$ cat src/rtl/key_event_decoder.sv
// key_event_decoder: turns raw active-low push-button pins into debounced levels,
// press/release/auto-repeat pulses and a lowest-index-wins event code.
module key_event_decoder #(
    parameter int NUM_KEYS        = 4,
    parameter int DEBOUNCE_CYCLES = 1000000,
    parameter int HOLD_CYCLES     = 25000000,
    parameter int REPEAT_CYCLES   = 5000000,
    parameter int CNT_W           = 25,
    localparam int CODE_W         = (NUM_KEYS > 1) ? $clog2(NUM_KEYS) : 1
) (
    input  logic                clk,
    input  logic                reset,
    input  logic [NUM_KEYS-1:0] key_n,
    output logic [NUM_KEYS-1:0] key_level,
    output logic [NUM_KEYS-1:0] key_press,
    output logic [NUM_KEYS-1:0] key_release,
    output logic [NUM_KEYS-1:0] key_repeat,
    output logic                ev_valid,
    output logic [CODE_W-1:0]   ev_code
);
    localparam logic [1:0]       ST_IDLE   = 2'd0;
    localparam logic [1:0]       ST_HOLD   = 2'd1;
    localparam logic [1:0]       ST_REPEAT = 2'd2;
    localparam logic [CNT_W-1:0] DB_LAST   = CNT_W'(DEBOUNCE_CYCLES - 1);
    localparam logic [CNT_W-1:0] HOLD_LAST = CNT_W'(HOLD_CYCLES - 1);
    localparam logic [CNT_W-1:0] REP_LAST  = CNT_W'(REPEAT_CYCLES - 1);

    logic [NUM_KEYS-1:0] sync1_r;
    logic [NUM_KEYS-1:0] sync2_r;
    logic [NUM_KEYS-1:0] evt_s;
    logic [CODE_W-1:0]   code_s;

    // Two-flop synchroniser; inverted so that 1 means pressed.
    always_ff @(posedge clk or negedge reset) begin
        if (!reset) begin
            sync1_r <= {NUM_KEYS{1'b0}};
            sync2_r <= {NUM_KEYS{1'b0}};
        end else begin
            sync1_r <= ~key_n;
            sync2_r <= sync1_r;
        end
    end

    for (genvar i = 0; i < NUM_KEYS; i++) begin : g_key
        logic [CNT_W-1:0] db_cnt_r;
        logic [CNT_W-1:0] hold_cnt_r;
        logic [CNT_W-1:0] hold_cnt_s;
        logic [1:0]       st_r;
        logic [1:0]       st_s;
        logic             level_r;
        logic             press_r;
        logic             release_r;
        logic             repeat_r;
        logic             repeat_s;
        logic             mismatch_s;
        logic             toggle_s;

        // A level change needs DEBOUNCE_CYCLES consecutive disagreeing samples.
        always_comb begin
            mismatch_s = sync2_r[i] ^ level_r;
            toggle_s   = mismatch_s && (db_cnt_r == DB_LAST);
        end

        // Debounce counter, level and the edge pulses that share its toggle edge.
        always_ff @(posedge clk or negedge reset) begin
            if (!reset) begin
                db_cnt_r  <= {CNT_W{1'b0}};
                level_r   <= 1'b0;
                press_r   <= 1'b0;
                release_r <= 1'b0;
            end else begin
                if (toggle_s) begin
                    level_r  <= ~level_r;
                    db_cnt_r <= {CNT_W{1'b0}};
                end else if (mismatch_s) begin
                    db_cnt_r <= db_cnt_r + 1'b1;
                end else begin
                    db_cnt_r <= {CNT_W{1'b0}};
                end
                press_r   <= toggle_s & ~level_r;
                release_r <= toggle_s & level_r;
            end
        end

        // Hold/repeat next state; a release toggle wins over a due repeat.
        always_comb begin
            st_s       = st_r;
            hold_cnt_s = hold_cnt_r;
            repeat_s   = 1'b0;
            if (toggle_s) begin
                hold_cnt_s = {CNT_W{1'b0}};
                st_s       = level_r ? ST_IDLE : ST_HOLD;
            end else begin
                case (st_r)
                    ST_HOLD: begin
                        if (hold_cnt_r == HOLD_LAST) begin
                            repeat_s   = 1'b1;
                            hold_cnt_s = {CNT_W{1'b0}};
                            st_s       = ST_REPEAT;
                        end else begin
                            hold_cnt_s = hold_cnt_r + 1'b1;
                        end
                    end
                    ST_REPEAT: begin
                        if (hold_cnt_r == REP_LAST) begin
                            repeat_s   = 1'b1;
                            hold_cnt_s = {CNT_W{1'b0}};
                        end else begin
                            hold_cnt_s = hold_cnt_r + 1'b1;
                        end
                    end
                    default: begin
                        st_s       = ST_IDLE;
                        hold_cnt_s = {CNT_W{1'b0}};
                    end
                endcase
            end
        end

        // Hold/repeat state registers.
        always_ff @(posedge clk or negedge reset) begin
            if (!reset) begin
                st_r       <= ST_IDLE;
                hold_cnt_r <= {CNT_W{1'b0}};
                repeat_r   <= 1'b0;
            end else begin
                st_r       <= st_s;
                hold_cnt_r <= hold_cnt_s;
                repeat_r   <= repeat_s;
            end
        end

        assign key_level[i]   = level_r;
        assign key_press[i]   = press_r;
        assign key_release[i] = release_r;
        assign key_repeat[i]  = repeat_r;
    end

    // Lowest key index with a press or repeat owns the event code.
    always_comb begin
        evt_s  = key_press | key_repeat;
        code_s = {CODE_W{1'b0}};
        for (int k = NUM_KEYS - 1; k >= 0; k--) begin
            if (evt_s[k]) begin
                code_s = CODE_W'(k);
            end else begin
                code_s = code_s;
            end
        end
    end

    // Registered event output, one cycle behind the per-key pulses.
    always_ff @(posedge clk or negedge reset) begin
        if (!reset) begin
            ev_valid <= 1'b0;
            ev_code  <= {CODE_W{1'b0}};
        end else begin
            ev_valid <= |evt_s;
            ev_code  <= code_s;
        end
    end
endmodule

$ cat config.mk
export PLATFORM = sky130hd
export DESIGN_NAME = key_event_decoder
export DESIGN_NICKNAME = d
export VERILOG_FILES = /design/src/rtl/key_event_decoder.sv
export SDC_FILE = /design/constraint.sdc
export NUM_CORES = 1
export LEC_CHECK = 0
export BUFFER_PORTS_ARGS = -buffer_cell sky130_fd_sc_hd__buf_2
export CAP_MARGIN = 15
export CORE_ASPECT_RATIO = 1.1
export CORE_UTILIZATION = 30
export CTS_BUF_LIST = sky130_fd_sc_hd__clkbuf_8
export DETAILED_ROUTE_END_ITERATION = 10
export GPL_TIMING_DRIVEN = 0
export PLACE_DENSITY = 0.42
export RECOVER_POWER = 50
export SYNTH_ARGS = -nofsm -noshare
export SYNTH_HDL_FRONTEND = slang
export SYNTH_SLANG_ARGS = --single-unit
$ cat constraint.sdc
create_clock -name clk -period 5.3 [get_ports clk]
set_clock_uncertainty 0.2 [all_clocks]
set_input_delay 0.265 -clock clk [delete_from_list [all_inputs] [get_ports clk]]
set_output_delay 0.265 -clock clk [all_outputs]
set_load 0.005 [all_outputs]
# After elaboration in Yosys (flattened, before gate mapping)

Cells that the tools add are included.

Multiplexer cells: 60
Magnitude comparators: 0
Multipliers: 0
Reduce and logical (&&, ||, !) cells: 9
Divide/modulo/power cells: 0
Shift operators: 0
Equality and inequality tests: 28
Bitwise logic cells: 18
Add/subtract/negate cells: 8

Operators by type and width:

| operator                                                                | number |
|---|---|
| 25-bit 2-to-1 mux                                                       | 20 |
| 25-bit by 1-bit adder with 25-bit output, second input constant         | 8 |
| 25-bit one-hot mux with 2 select lines                                  | 4 |
| 25-bit by 20-bit equality test with 1-bit output, second input constant | 4 |
| 25-bit by 23-bit equality test with 1-bit output, second input constant | 4 |
| 25-bit equality test, second input constant                             | 4 |
| 2-bit 2-to-1 mux                                                        | 12 |
| 1-bit 2-to-1 mux                                                        | 16 |
| 2-bit one-hot mux with 2 select lines                                   | 4 |
| 3-bit != test, second input constant                                    | 4 |
| 1-bit AND                                                               | 8 |
| 2-bit by 1-bit equality test with 1-bit output, second input constant   | 4 |
| 2-bit equality test, second input constant                              | 4 |
| 2-bit != test, second input constant                                    | 4 |
| 1-bit one-hot mux with 2 select lines                                   | 4 |
| 2-bit AND reduction                                                     | 4 |
| 1-bit logical AND                                                       | 4 |
| 1-bit NOT                                                               | 4 |
| 4-bit NOT                                                               | 1 |
| 4-bit OR                                                                | 1 |
| 4-bit OR reduction                                                      | 1 |
| 1-bit XOR                                                               | 4 |

Input bits: 6
Memories: 0
ROM bits: 0
Latch bits: 0
Logic and storage cells: 155
Flip-flop bits (word level): 235
Memory bits (writable): 0
Output and inout port bits: 19

# Logic depth before layout (Yosys ltp)

Gate-level depths: netlist of the first run.

Word-level depth: 5
Gate-level depth with buffers: 8
Gate-level depth less buffers: 6

# Least setup slack after synthesis of the first run

Ideal clock, no wire load.

Kind: register -> register
From: register g_key[2].db_cnt_r[13]
To: register g_key[2].db_cnt_r[11]
Library setup time: 0.119 ns
Data required time: 4.981 ns
Slack: 2.741 ns
Stages on the path, launching flop included: 8
Path buffers: 2
Data arrival time: 2.240 ns
Period minus slack after synthesis: 2.559 ns
Cell sequence: dfrtp_1 > or4_1 > or4_1 > or4_1 > buf_6 > nand2_8 > buf_12 > nor2_1

Word-level cells in the longest chain between the ends: 3

RTL lines:

| item                                             | line | source |
|---|---|---|
| start, declared                                  | 45   | `logic [CNT_W-1:0] db_cnt_r;` |
| start signal, assigned                           | 67   | `db_cnt_r <= {CNT_W{1'b0}};` |
| start signal, assigned                           | 74   | `db_cnt_r <= {CNT_W{1'b0}};` |
| start signal, assigned                           | 76   | `db_cnt_r <= db_cnt_r + 1'b1;` |
| 25-bit by 20-bit equality test with 1-bit output | 61   | `toggle_s = mismatch_s && (db_cnt_r == DB_LAST);` |
| 1-bit logical AND                                | 61   |  |
| 25-bit 2-to-1 mux                                | 72   | `if (toggle_s) begin` |

No other way between the ends.
A chain may end at the register's enable or synchronous reset.

==> results by stage, run 1 <==
Critical path:
- At the worst endpoint, the arrival time is 3.18 ns.
- The critical path contains buffers and inverters numbering 3 combined.
- STA classifies the critical path startpoint as an input port.
- The number of cells on the critical path is 3.
- The critical path starts at reset.
- For flop-to-flop paths, the worst setup slack is 2.31 ns.
- The worst register-to-register path has a depth of 7.
- The largest stage delay on the critical path is 2.02 ns.
- The kind of cell adding the most delay to the critical path is buffers and inverters.
- The startpoint identified for the worst register-to-register timing path is g_key[1].db_cnt_r[0]$_DFF_PN0_.
- The worst reg2reg path endpoint is g_key[1].hold_cnt_r[16]$_DFF_PN0_.
- Data on the critical path is required at its endpoint by 5.17 ns.
- The last element of the critical path is g_key[0].db_cnt_r[4]$_DFF_PN0_.
- Along the worst path, the maximum fanout reaches 113.
- The slowest stage of the critical path is the clkbuf_2 cell.
- The critical path is of the in2async type.
- The critical path goes through dlygate4sd3_1 > clkbuf_1 > clkbuf_2.
- The sort of element at the end of the critical path is an async pin.

Logic synthesis:
- Counting every instance in the synthesized netlist gives 1184.
- The post-synthesis sequential area ratio is 51.03%.
- In the post-synthesis netlist, the biggest area contributors are dfrtp_1 51%, xor2_1 9.1%, nor2_1 7.4%.
- The most used standard cell by instance count after synthesis is dfrtp_1.
- Summed over its instances, the top area cell type makes up 51.03% of the synthesized netlist area.
- The dominant cell type by area after synthesis is dfrtp_1.
- Synthesis produced a netlist with a net count of 1206.
- The flip-flop and latch count after synthesis is 235.
- Among all flip-flop cells after synthesis, the most frequent one is dfrtp_1.
- Averaged over all synthesized cells, the footprint is 9.734 um2.
- By count the netlist is led by 235 x dfrtp_1, 226 x nor2_1, 120 x xor2_1.
- Yosys printed 0 warnings.
- The post-synthesis cell type count is 44.
- The number of enable-type register cells in the synthesized netlist is 0.
- Of all flip-flops after synthesis, the portion carrying an async set or reset was 100.0%.
- The netlist area before placement is 11520 um2.

STA:
- After layout, the worst setup slack is 1.990 ns.
- For the pin with the worst max-slew slack, the measured transition is 2.843 ns.
- Measured against its own limit, the worst slew margin works out to -89.51%.
- The hold violation total from the final report came to 0.
- Static timing analysis puts the maximum clock frequency at 0.3022 GHz.
- The minimum clock period after layout is 3.310 ns.
- Summed over all failing endpoints, the final setup total negative slack is 0 ns.
- The final cycle utilization of the critical path is 62.44%.
- Setup repair after global routing left no endpoint under its margin.
- The final count of pins violating max slew is 165.
- Setup violations remaining at the end of the flow were counted as 0.

Layout:
- The net count reported at finish is 1292.
- The share of layout cells above drive strength 1 is 10.97%.
- Summing all multi-input logic gate instances after layout gives 5255 um2.
- Across the whole layout, storage elements account for 5881 um2.
- The layout overhead on the synthesized area is 15.46%.
- The final cell count without fillers is 1798.
- Counting the fill cells in the layout gives 3868.
- 0 antenna diodes ended up in the layout.
- Cells fill 35.49% of the core in the end.

Route:
- The mean number of vias per cell is 4.696.
- The first detailed-routing pass ran for 4 iterations.
- After detailed routing, the met3 layer carries 848 um of wire.
- The count of unresolved DRC violations after routing is 0.
- The detailed router put a total of 11850 um of wire on met1.
- The total vias in the final route is 8443.
- The first-iteration detailed-routing DRC count is 296.
- Dividing the detail-routed wire length by the instance count gives 14.00 um.
- The detailed-routed wire length on met2 is 11620 um.
- The final routed wirelength across all metal layers is 25160 um.
- The residual antenna-violating net count after detailed routing is 0.
- The uppermost signal routing layer after detailed routing is met4.

Floorplan:
- The number of placement rows is 74.
- In this run the count of I/O pins placed on the die edge is 25.
- The die covers 39200 um2.
- The die outline height is 207.6 um.
- The starting density of the core is 30.73%.
- The floorplan step set the die width to 188.9 um.
- The area of the core region is 37500 um2.

Placement:
- Prior to clock tree synthesis, the placed netlist has a worst setup slack of 2.118 ns.
- The quantity of I/O buffers inserted on ports is 24.
- The cell total after placement is 1706.
- The congestion estimate from routability-driven global placement came to 0.7370.
- The detailed placement HPWL is 16700 um.

Clock network:
- The clock tree synthesis step divided the H-tree into 2 levels.
- The CTS tree is done.
- Once the clock tree was built, the resizer swapped 0 gates to a different size.
- The number of buffers inserted during clock tree synthesis is 48.
- The buffer depth of the longest clock path is 3.
- The register clock-pin slew on the reported worst setup and hold paths is 0.05 ns.
- The library cell used as clock root buffer is clkbuf_8.
- The later pin in the worst-skew pair is clocked with a latency of 0.60 ns.
- The sink count of the clock tree is 235.

GRT:
- The overall global routing resource usage is 13.62%.
- The initial antenna violation count is 0.
- The largest net degree at the start of global routing is 114.
- The first global-routing pass estimated 43940 um of wire.
- The number of global-route vias before repair is 8675.
- The leftover overflow at the end of global routing is 0.

Outcome:
- The checks that failed: capacitance limit, slew limit.
- The flow ran to the end, but the final reports show violations.

Worst hold path:
- The type of the worst min-delay path is in2reg.
- The worst hold path was traced through 3 stages.

Power and ir drop:
- The power per cell area is 280.0 nW/um2.
- The leakage power of the design is 0.005577 uW.
- VDD sags by at most 0.1419 mV.

Job:
- The number of maximum-capacitance violations is 2.
-- sequential cells by signal, summed over array words and instances (netlist names) --
signal and count:
sync1_r 4, g_key.release_r 4, g_key.st_r 8, sync2_r 4, ev_code 2, g_key.db_cnt_r 100, g_key.press_r 4, g_key.hold_cnt_r 100
g_key.level_r 4, g_key.repeat_r 4, ev_valid 1
-- final cells by class --
cell class	instances	share of cell area (%)
Clock inverter	24	0.8463
Multi-Input combinational cell	871	39.49
Timing Repair Buffer	36	1.693
Tap cell	494	4.645
Clock buffer	60	6.206
Buffer	47	2.050
Sequential cell	235	44.19
Inverter	31	0.8745
-- report_power, final --
group | internal, uW | total (uW) | leakage (uW) | switching (uW)
Clock | 1020 | 1830 | 0.000538 | 818
Combinational | 18.2 | 76.2 | 0.00178 | 57.9
Sequential | 1810 | 1820 | 0.00326 | 8.65
Total | 2840 | 3730 | 0.00558 | 885
-- layer usage --
layer | vias up | global-route usage (%)
met1 | 4068 | 17.62
li1 | 4222 | -
met5 | - | 0
met3 | 60 | 2.874
met2 | 93 | 21.62
met4 | 0 | 6.452
-- cell usage in the layout, fill, tap and decap left out, types with 2 or more instances in the layout --
cell / netlist / final
dfrtp_1: 235 / 235
nor2_1: 226 / 226
xor2_1: 120 / 120
nand3_1: 80 / 80
nand2_1: 72 / 72
xnor2_1: 66 / 66
nand4_1: 61 / 61
clkbuf_8: 0 / 60
inv_1: 31 / 42
and3_1: 42 / 42
nor3_1: 36 / 36
buf_2: 4 / 30
nor4_1: 27 / 27
clkbuf_1: 24 / 26
ha_1: 16 / 16
buf_4: 16 / 16
and4_1: 15 / 15
and2_1: 14 / 14
or4_1: 11 / 11
clkinv_2: 0 / 11
o21ai_0: 10 / 10
a21oi_1: 10 / 10
nor2_2: 9 / 9
or3_1: 8 / 8
nor4bb_1: 7 / 7
or2_2: 5 / 5
dlygate4sd3_1: 0 / 5
a211o_1: 4 / 4
nand4b_1: 4 / 4
nor4b_1: 3 / 3
nor3b_1: 3 / 3
o41ai_1: 3 / 3
o31ai_1: 3 / 3
nor2b_1: 3 / 3
a211oi_1: 3 / 3
buf_6: 2 / 2
clkbuf_2: 0 / 2
-- logic make-up after synthesis --
logic type                 synth area share, %
and+or+nand+nor                          27.49
DFF                                      51.03
xor gates and xnor gates                 14.14
buffers and inverters                    3.376
AOI/OAI and AO/OA                        2.237
adders and majority gates                1.737
-- how the worst min path moves through the flow --
stage / from / slack, ns / end
detailed placement: reset / 0.02 / g_key[2].db_cnt_r[8]$_DFF_PN0_
CTS: reset / 0.0007 / g_key[2].db_cnt_r[8]$_DFF_PN0_
global placement: sync1_r[0]$_DFF_PN0_ / 0.13 / sync2_r[0]$_DFF_PN0_
finish: key_n[2] / 0.14 / sync1_r[2]$_DFF_PN0_
floorplan: reset / -0.23 / ev_code[0]$_DFF_PN0_
global route: key_n[2] / 0.11 / sync1_r[2]$_DFF_PN0_
-- timing repair --
item | 4_1_cts | 5_1_grt
endpoints found under the hold margin | 239 | 0
hold buffers | 6 | 0
buffers inserted | 0 | 0
-- stage by stage --
step	area (um2)	hold WS [ns]	power [uW]
after global routing	13310	0.1091	3933
after detailed placement	12340	0.01781	1927
after global placement	12260	0.1343	1923
after CTS	13350	0.0007213	3844
after floorplan	11520	-0.2306	1871
final	13310	0.1366	3726
-- tightest hold or removal path, stage by stage --
cell and delay (ns):
dlygate4sd3_1 0.52, buf_2 0.09, inv_1 0.03
(Power assumes the default switching activity.)
==> run 2, diff against run 1 <==
- ABC_AREA: default -> 1
- clock period: 5.3 -> 3.26 ns (I/O delays scaled with it)
==> results by stage, run 2 <==
Outcome:
- Result of the run: complete, but fails checks (unchanged).
- Failing checks: capacitance limit, slew limit (unchanged).

Clock network:
- The number of buffers inserted during clock tree synthesis was 48 (unchanged).
- The count of instances resized after the clock tree is built came to 0 (unchanged).
- The buffer depth of the longest clock path is 3 (unchanged).
- The register clock-pin slew on the reported worst setup and hold paths is 0.05 ns (about the same).
- The CTS tree is done (unchanged).
- The sink count of the clock tree is 235 (unchanged).
- The number of buffers added to fix hold violations after cts was 11 (was 6).
- The H-tree depth reported by CTS is 2 (unchanged).
- The source-to-sink clock delay at the later pin of the worst-skew pair was 0.60 ns (about the same).
- The number of buffers added for setup after CTS was 0 (unchanged).
- The library cell used as clock root buffer is clkbuf_8 (unchanged).

Layout:
- The most frequent standard cell in the layout excluding fill and tap cells is nand2_1 (was dfrtp_1).
- The net count reported at finish is 2058 (was 1292).
- The layout overhead on the synthesized area is 14.38% (was 15.46%).
- Registers with the highest flip-flop counts: g_key.db_cnt_r x100, g_key.hold_cnt_r x100, g_key.st_r x8 (unchanged).
- The filler cell count in the final layout is 4916 (was 3868).
- The final cell count without fillers is 2650 (was 1798).
- The share of layout cells above drive strength 1 was 8.607% (was 10.97%).
- Commonest cells after routing, fill and taps aside: 499 x nand2_1, 448 x nor2_1, 293 x inv_1, 235 x dfrtp_1, 114 x nand3_1 (was 235 x dfrtp_1, 226 x nor2_1, 120 x xor2_1, 80 x nand3_1, 72 x nand2_1).
- The register area is 5881 um2 (unchanged).
- The area occupied by multi-input gates came to 6530 um2 (was 5255 um2).

STA:
- For the finished layout, the period the worst path requires is 2.430 ns.
- The final count of pins violating max slew is 111 (was 165).
- The transition time at the pin with the least slew margin came to 1.575 ns (was 2.843 ns).
- The worst-case headroom to the max-slew limit is -4.986% (was -89.51%).
- Unrepaired setup endpoints after global routing: no (unchanged).
- The achievable frequency is 0.4116 GHz.
- The final hold slack came to 0.1548 ns (was 0.1366 ns).
- The final number of setup-violating endpoints was 0 (unchanged).
- In the finished design, the share of the clock period the worst path needs comes to 74.53%.
- The hold violation total from the final report is 0 (unchanged).
- The least setup slack across all paths after layout came to 0.8304 ns (was 1.990 ns).

Route:
- The mean number of vias per cell is 4.410 (was 4.696).
- The first-iteration detailed-routing DRC count is 593 (was 296).
- The number of detailed-routing iterations run before antenna repair was 5 (was 4).
- The average routed wire per standard cell was 12.52 um (was 14.00 um).
- The final routed wirelength across all metal layers is 33190 um (was 25160 um).
- The total vias in the final route is 11690 (was 8443).
- The count of unresolved DRC violations after routing was 0 (unchanged).
- The residual antenna-violating net count after detailed routing is 0 (unchanged).

Power and ir drop:
- The total design power is 6289 uW (was 3726 uW).
- The power per cell area is 400.8 nW/um2 (was 280.0 nW/um2).
- The maximum vdd drop is 0.1842 mV (was 0.1419 mV).
- The leakage power of the design came to 0.007092 uW (was 0.005577 uW).

Floorplan:
- The die width was 205.9 um (was 188.9 um).
- The total die area came to 46600 um2 (was 39200 um2).
- The number of placement rows is 81 (was 74).
- The number of ports placed on the die boundary is 25 (unchanged).
- The area of the core region came to 44800 um2 (was 37500 um2).
- The die outline height came to 226.3 um (was 207.6 um).
- The starting density of the core was 30.63% (was 30.73%).

Logic synthesis:
- The total nets after synthesis came to 1971 (was 1206).
- The post-synthesis sequential area ratio was 42.86% (was 51.03%).
- The most used standard cell by instance count after synthesis was nand2_1 (was dfrtp_1).
- Synth top cells by count: 499 x nand2_1, 448 x nor2_1, 282 x inv_1 (was 235 x dfrtp_1, 226 x nor2_1, 120 x xor2_1).
- The number of enable-type register cells in the synthesized netlist is 0 (unchanged).
- The share of flip-flops with an asynchronous set or reset was 100.0% (unchanged).
- The dominant cell type by area after synthesis is dfrtp_1 (unchanged).
- The post-synthesis cell type count is 37 (was 44).
- The number of cells produced by synthesis is 1949 (was 1184).
- The post-synthesis average cell area is 7.040 um2 (was 9.734 um2).
- The flip-flop and latch count after synthesis is 235 (unchanged).
- The area fraction of the dominant cell type after synthesis is 42.86% (was 51.03%).
- The leading register cell type out of synthesis is dfrtp_1 (unchanged).
- The netlist area before placement is 13720 um2 (was 11520 um2).
- The count of synthesis-stage warnings from yosys is 0 (unchanged).
- Top area cells in the synthesized netlist: dfrtp_1 43%, nand2_1 14%, nor2_1 12% (was dfrtp_1 51%, xor2_1 9.1%, nor2_1 7.4%).

Placement:
- The cell total after placement came to 2556 (was 1706).
- The final weighted congestion in routability-driven placement is 0.8291 (was 0.7370).
- The placement-stage worst setup slack is 1.135 ns (was 2.118 ns).
- The quantity of I/O buffers inserted on ports is 24 (unchanged).
- The detailed placement HPWL came to 24250 um (was 16700 um).

Critical path:
- The largest stage delay on the critical path is 1.13 ns (was 2.02 ns).
- The sort of element at the end of the critical path is an async pin (unchanged).
- The flop-to-flop setup slack is 1.07 ns (was 2.31 ns).
- The critical-path cell with the highest stage delay is clkbuf_4 (was clkbuf_2).
- The worst reg2reg path endpoint is g_key[2].db_cnt_r[6]$_DFF_PN0_ (was g_key[1].hold_cnt_r[16]$_DFF_PN0_).
- The kind of cell adding the most delay to the critical path is buffers and inverters (unchanged).
- The critical path startpoint category is an input port (unchanged).
- The critical path arrival came to 2.65 ns (was 3.18 ns).
- The launch instance of the worst register-to-register path was g_key[2].db_cnt_r[0]$_DFF_PN0_ (was g_key[1].db_cnt_r[0]$_DFF_PN0_).
- The logic depth of the worst register-to-register path came to 8 (was 7).
- The kind of critical path is in2async (unchanged).
- The most used cell along the critical path is dlygate4sd3_1.
- The data required time at the worst endpoint is 3.48 ns (was 5.17 ns).
- The largest driver fanout on the critical path is 110 (was 113).
- The sum of buffers and inverters on the critical path is 4 (was 3).
- Cell breakdown of the critical path: dlygate4sd3_1 > dlygate4sd3_1 > buf_8 > clkbuf_4 (was dlygate4sd3_1 > clkbuf_1 > clkbuf_2).

GRT:
- The largest net degree at the start of global routing came to 111 (was 114).
- The initial antenna violation count is 1 (was 0).
- The leftover overflow at the end of global routing came to 0 (unchanged).
- The wire length of the first global-routing pass is 56810 um (was 43940 um).
- The overall global routing resource usage is 15.07% (was 13.62%).
- The number of global-route vias before repair is 11760 (was 8675).

Worst hold path:
- The type of the worst min-delay path is reg2reg (was in2reg).
- The end point of the most critical hold path was sync2_r[2]$_DFF_PN0_ (was sync1_r[2]$_DFF_PN0_).
- The critical hold path startpoint is sync1_r[2]$_DFF_PN0_ (was key_n[2]).
- The number of cells on the worst hold path came to 0 (was 3).

Job:
- The number of maximum-capacitance violations is 1 (was 2).
==> run 2: cell count changes after synthesis, moves of 23 or more <==
cell      before  now
xnor2_1       66   31
nor4_1        27    4
and3_1        42    3
nor2_1       226  448
nand2_1       72  499
xor2_1       120   65
inv_1         31  282
nand4_1       61   24
clkbuf_1      24    1
nor3_1        36   77
nand3_1       80  113
==> run 2: worst max-delay path by stage <==
stage | slack (ns) | start | end | cells past startpoint
finish | 0.83 | reset | g_key[0].db_cnt_r[1]$_DFF_PN0_ | 4
global route | 0.48 | reset | g_key[2].db_cnt_r[2]$_DFF_PN0_ | 4
global placement | -2.92 | reset | g_key[2].db_cnt_r[18]$_DFF_PN0_ | 1
floorplan | 1.48 | g_key[3].db_cnt_r[0]$_DFF_PN0_ | g_key[3].hold_cnt_r[9]$_DFF_PN0_ | 11
CTS | 1.12 | g_key[1].hold_cnt_r[0]$_DFF_PN0_ | g_key[1].hold_cnt_r[12]$_DFF_PN0_ | 11
detailed placement | 1.13 | g_key[1].hold_cnt_r[0]$_DFF_PN0_ | g_key[1].hold_cnt_r[12]$_DFF_PN0_ | 11
==> run 2: area by class of cell <==
class	count	area share, %
clock buffer	62	5.437
tap	581	4.632
multi-input combinational	1397	41.61
antenna	1	0.01595
buffer	24	1.244
timing repair buffer	37	1.698
clock inverter	20	0.8690
sequential	235	37.47
inverter	293	7.024
==> run 2: metrics by stage <==
step           TNS [ns]  utilization [%]  cell area [um2]
3_3_place_gp    -674.32            32.52            14570
4_1_cts               0            35.16            15750
3_5_place_dp          0            32.67            14630
5_1_grt               0            35.03            15690
6_report              0            35.03            15690
2_1_floorplan         0                -            13720
==> run 2: per-layer routing <==
metal  share of wire, %  global-route usage, %
met1                 47                  19.12
met2                 46                  25.10
met3                3.1                  2.673
met4                3.2                  6.333
met5                  0                      0
==> run 2: cells by family after synthesis <==
family / share of synthesized area [%]
flip-flops: 42.86
AO/OA/AOI/OAI: 2.179
AND/OR/NAND/NOR: 37.92
XOR/XNOR: 6.128
buffers and inverters: 9.456
adder cells (fa/ha/maj): 1.459
==> run 2: power breakdown <==
part	internal (uW)	switching [uW]
combinational	33.2	104
sequential	2940	12.4
clock	1850	1360
total	4820	1470
==> run 2: worst reg2reg max path, delay by kind of cell, from the launching register on <==
family                   cells  cell delay (ns)
AND/OR/NAND/NOR              6             1.11
flip-flops                   1             0.39
adder cells (fa/ha/maj)      1             0.23
buffers and inverters        1             0.18
==> run 3, diff against run 2 <==
- PLACE_DENSITY: 0.42 -> 0.44
- clock period: 3.26 -> 2 ns (I/O delays scaled with it)
==> results by stage, run 3 (synthesis gave the netlist of run 2 again) <==
Outcome:
- Result of the run: finished clean (was complete, but fails checks).

Layout:
- Registers with the highest flip-flop counts: g_key.db_cnt_r x100, g_key.hold_cnt_r x100, g_key.st_r x8 (unchanged).
- Commonest cells after routing, fill and taps aside: 485 x nand2_1, 425 x nor2_1, 290 x inv_1, 233 x dfrtp_1, 111 x nand3_1 (was 499 x nand2_1, 448 x nor2_1, 293 x inv_1, 235 x dfrtp_1, 114 x nand3_1).
- The share of layout cells above drive strength 1 was 12.65% (was 8.607%).
- The most frequent standard cell in the layout excluding fill and tap cells is nand2_1 (unchanged).
- The layout overhead on the synthesized area was 18.98% (was 14.38%).
- The filler cell count in the final layout is 4893 (was 4916).
- The net count reported at finish is 2095 (was 2058).
- The final cell count without fillers came to 2691 (was 2650).
- The antenna diode instance count is 0 (was 1).

Clock network:
- The register clock-pin slew on the reported worst setup and hold paths is 0.06 ns (was 0.05 ns).
- The H-tree depth reported by CTS came to 2 (unchanged).
- The number of buffers inserted during clock tree synthesis is 47 (was 48).
- The sink count of the clock tree is 235 (unchanged).
- The buffer depth of the longest clock path is 3 (unchanged).
- The CTS tree was done (unchanged).
- The library cell used as clock root buffer is clkbuf_8 (unchanged).
- The source-to-sink clock delay at the later pin of the worst-skew pair was 0.60 ns (about the same).

Floorplan:
- The die width is 205.9 um (unchanged).
- The die outline height is 226.3 um (unchanged).
- The total die area is 46600 um2 (unchanged).
- The starting density of the core is 30.63% (unchanged).
- The number of ports placed on the die boundary is 25 (unchanged).
- The number of placement rows was 81 (unchanged).
- The area of the core region is 44800 um2 (unchanged).

GRT:
- The largest net degree at the start of global routing came to 111 (unchanged).
- The leftover overflow at the end of global routing is 0 (unchanged).
- The wire length of the first global-routing pass is 57080 um (was 56810 um).
- The number of global-route vias before repair is 11650 (was 11760).
- The initial antenna violation count is 0 (was 1).
- The overall global routing resource usage came to 15.13% (was 15.07%).

Critical path:
- The sort of element at the end of the critical path was a flip-flop (was async pin).
- The critical path startpoint category was a flip-flop (was input port).
- The data required time at the worst endpoint is 2.28 ns (was 3.48 ns).
- The kind of critical path is reg2reg (was in2async).
- The critical path arrival came to 2.22 ns (was 2.65 ns).
- The largest driver fanout on the critical path is 5 (was 110).

STA:
- The worst-case headroom to the max-slew limit is 37.56% (was -4.986%).
- The achievable frequency is 0.5159 GHz.
- The transition time at the pin with the least slew margin is 0.9365 ns (was 1.575 ns).
- The final number of setup-violating endpoints is 0 (unchanged).
- Unrepaired setup endpoints after global routing: yes (was no).
- The final count of pins violating max slew is 0 (was 111).
- The routed design could run at a clock period as short as 1.939 ns.
- The final cycle utilization of the critical path is 96.93%.
- The total negative slack for setup checks is 0 ns (unchanged).
- The hold violation total from the final report is 0 (unchanged).

Route:
- The number of detailed-routing iterations run before antenna repair was 5 (unchanged).
- The final routed wirelength across all metal layers came to 33460 um (was 33190 um).
- The total vias in the final route is 11930 (was 11690).
- The first-iteration detailed-routing DRC count is 564 (was 593).
- The average routed wire per standard cell is 12.43 um (was 12.52 um).
- The count of unresolved DRC violations after routing is 0 (unchanged).
- The residual antenna-violating net count after detailed routing is 0 (unchanged).
- The mean number of vias per cell is 4.432 (was 4.410).

Power and ir drop:
- The leakage power of the design is 0.007301 uW (was 0.007092 uW).
- The maximum vdd drop came to 0.4104 mV (was 0.1842 mV).
- The power per cell area is 638.2 nW/um2 (was 400.8 nW/um2).

Worst hold path:
- The type of the worst min-delay path is reg2reg (unchanged).

Placement:
- The detailed placement HPWL came to 24250 um (about the same).
- The quantity of I/O buffers inserted on ports came to 24 (unchanged).
- The final weighted congestion in routability-driven placement was 0.8769 (was 0.8291).
- The cell total after placement is 2556 (unchanged).

Job:
- The number of maximum-capacitance violations is 0 (was 1).
## run 3: final timing paths
kind	from	to	cells past startpoint	slack [ns]
setup reg to reg	g_key[0].db_cnt_r[0]$_DFF_PN0_	g_key[0].hold_cnt_r[11]$_DFF_PN0_	11	0.06
max in group asynchronous	reset	g_key[0].hold_cnt_r[13]$_DFF_PN0_	5	0.20
hold reg to reg	sync1_r[0]$_DFF_PN0_	sync2_r[0]$_DFF_PN0_	0	0.15
hold / removal	sync1_r[0]$_DFF_PN0_	sync2_r[0]$_DFF_PN0_	0	0.15
min in group asynchronous	reset	g_key[3].db_cnt_r[9]$_DFF_PN0_	4	0.44
setup / recovery	g_key[0].db_cnt_r[0]$_DFF_PN0_	g_key[0].hold_cnt_r[11]$_DFF_PN0_	11	0.06
## run 3: cell type report
cell class | instances | area, um2 | area share [%]
multi-input cells | 1397 | 6759 | 41.40
flip-flops and latches | 235 | 5883 | 36.04
inverters | 293 | 1104 | 6.760
clock buffers | 66 | 908.4 | 5.564
well taps | 581 | 726.9 | 4.453
repair buffers | 75 | 596.8 | 3.656
plain buffers | 24 | 212.7 | 1.303
clock inverters | 20 | 133.9 | 0.8201
## run 3: timing repair
| item | in CTS | in global routing |
|---|---|---|
| pin swaps | 9 | 24 |
| endpoints found under the hold margin | 149 | 0 |
| hold buffers | 11 | 0 |
| gates resized for setup | 16 | 68 |
| gates cloned | 0 | 1 |
| setup endpoints to repair | 81 | 136 |
| setup buffers | 14 | 23 |
## run 3: report_power, final
group	switching (uW)	internal, uW	total [uW]
logic	173	67.1	240
clock network	2200	3170	5370
registers	22.9	4790	4810
total	2400	8020	10400
## run 3: critical path: stages (launching register included)
cell	delay, ns
dfrtp_1	0.38
ha_1	0.23
nand2_2	0.09
nor2_4	0.13
nand2_2	0.08
nor2_1	0.13
nand2_2	0.11
nand2_4	0.12
inv_2	0.05
nand2_4	0.10
clkbuf_16	0.16
nor2_2	0.03
## run 3: metrics by stage
stage          setup WS [ns]  utilization (%)  total power (uW)  hold WS, ns  cell area [um2]
5_1_grt             -0.02013            36.44             10930       0.1635            16320
6_report             0.06149            36.44             10420       0.1486            16320
2_1_floorplan         0.2184                -              4959      -0.3956            13720
3_5_place_dp         -0.1259            32.67              5118      -0.1973            14630
4_1_cts             0.001457            35.63             10710       0.1497            15960
3_3_place_gp          -4.061            32.52              5101      0.04466            14570
## run 3: metal layers
layer | GRT usage (%) | part of all wire (%) | vias up
li1 | - | - | 6229
met1 | 19.62 | 47 | 5488
met2 | 25.07 | 46 | 149
met3 | 2.544 | 3.4 | 60
met4 | 5.740 | 2.6 | 0
met5 | 0 | 0 | -
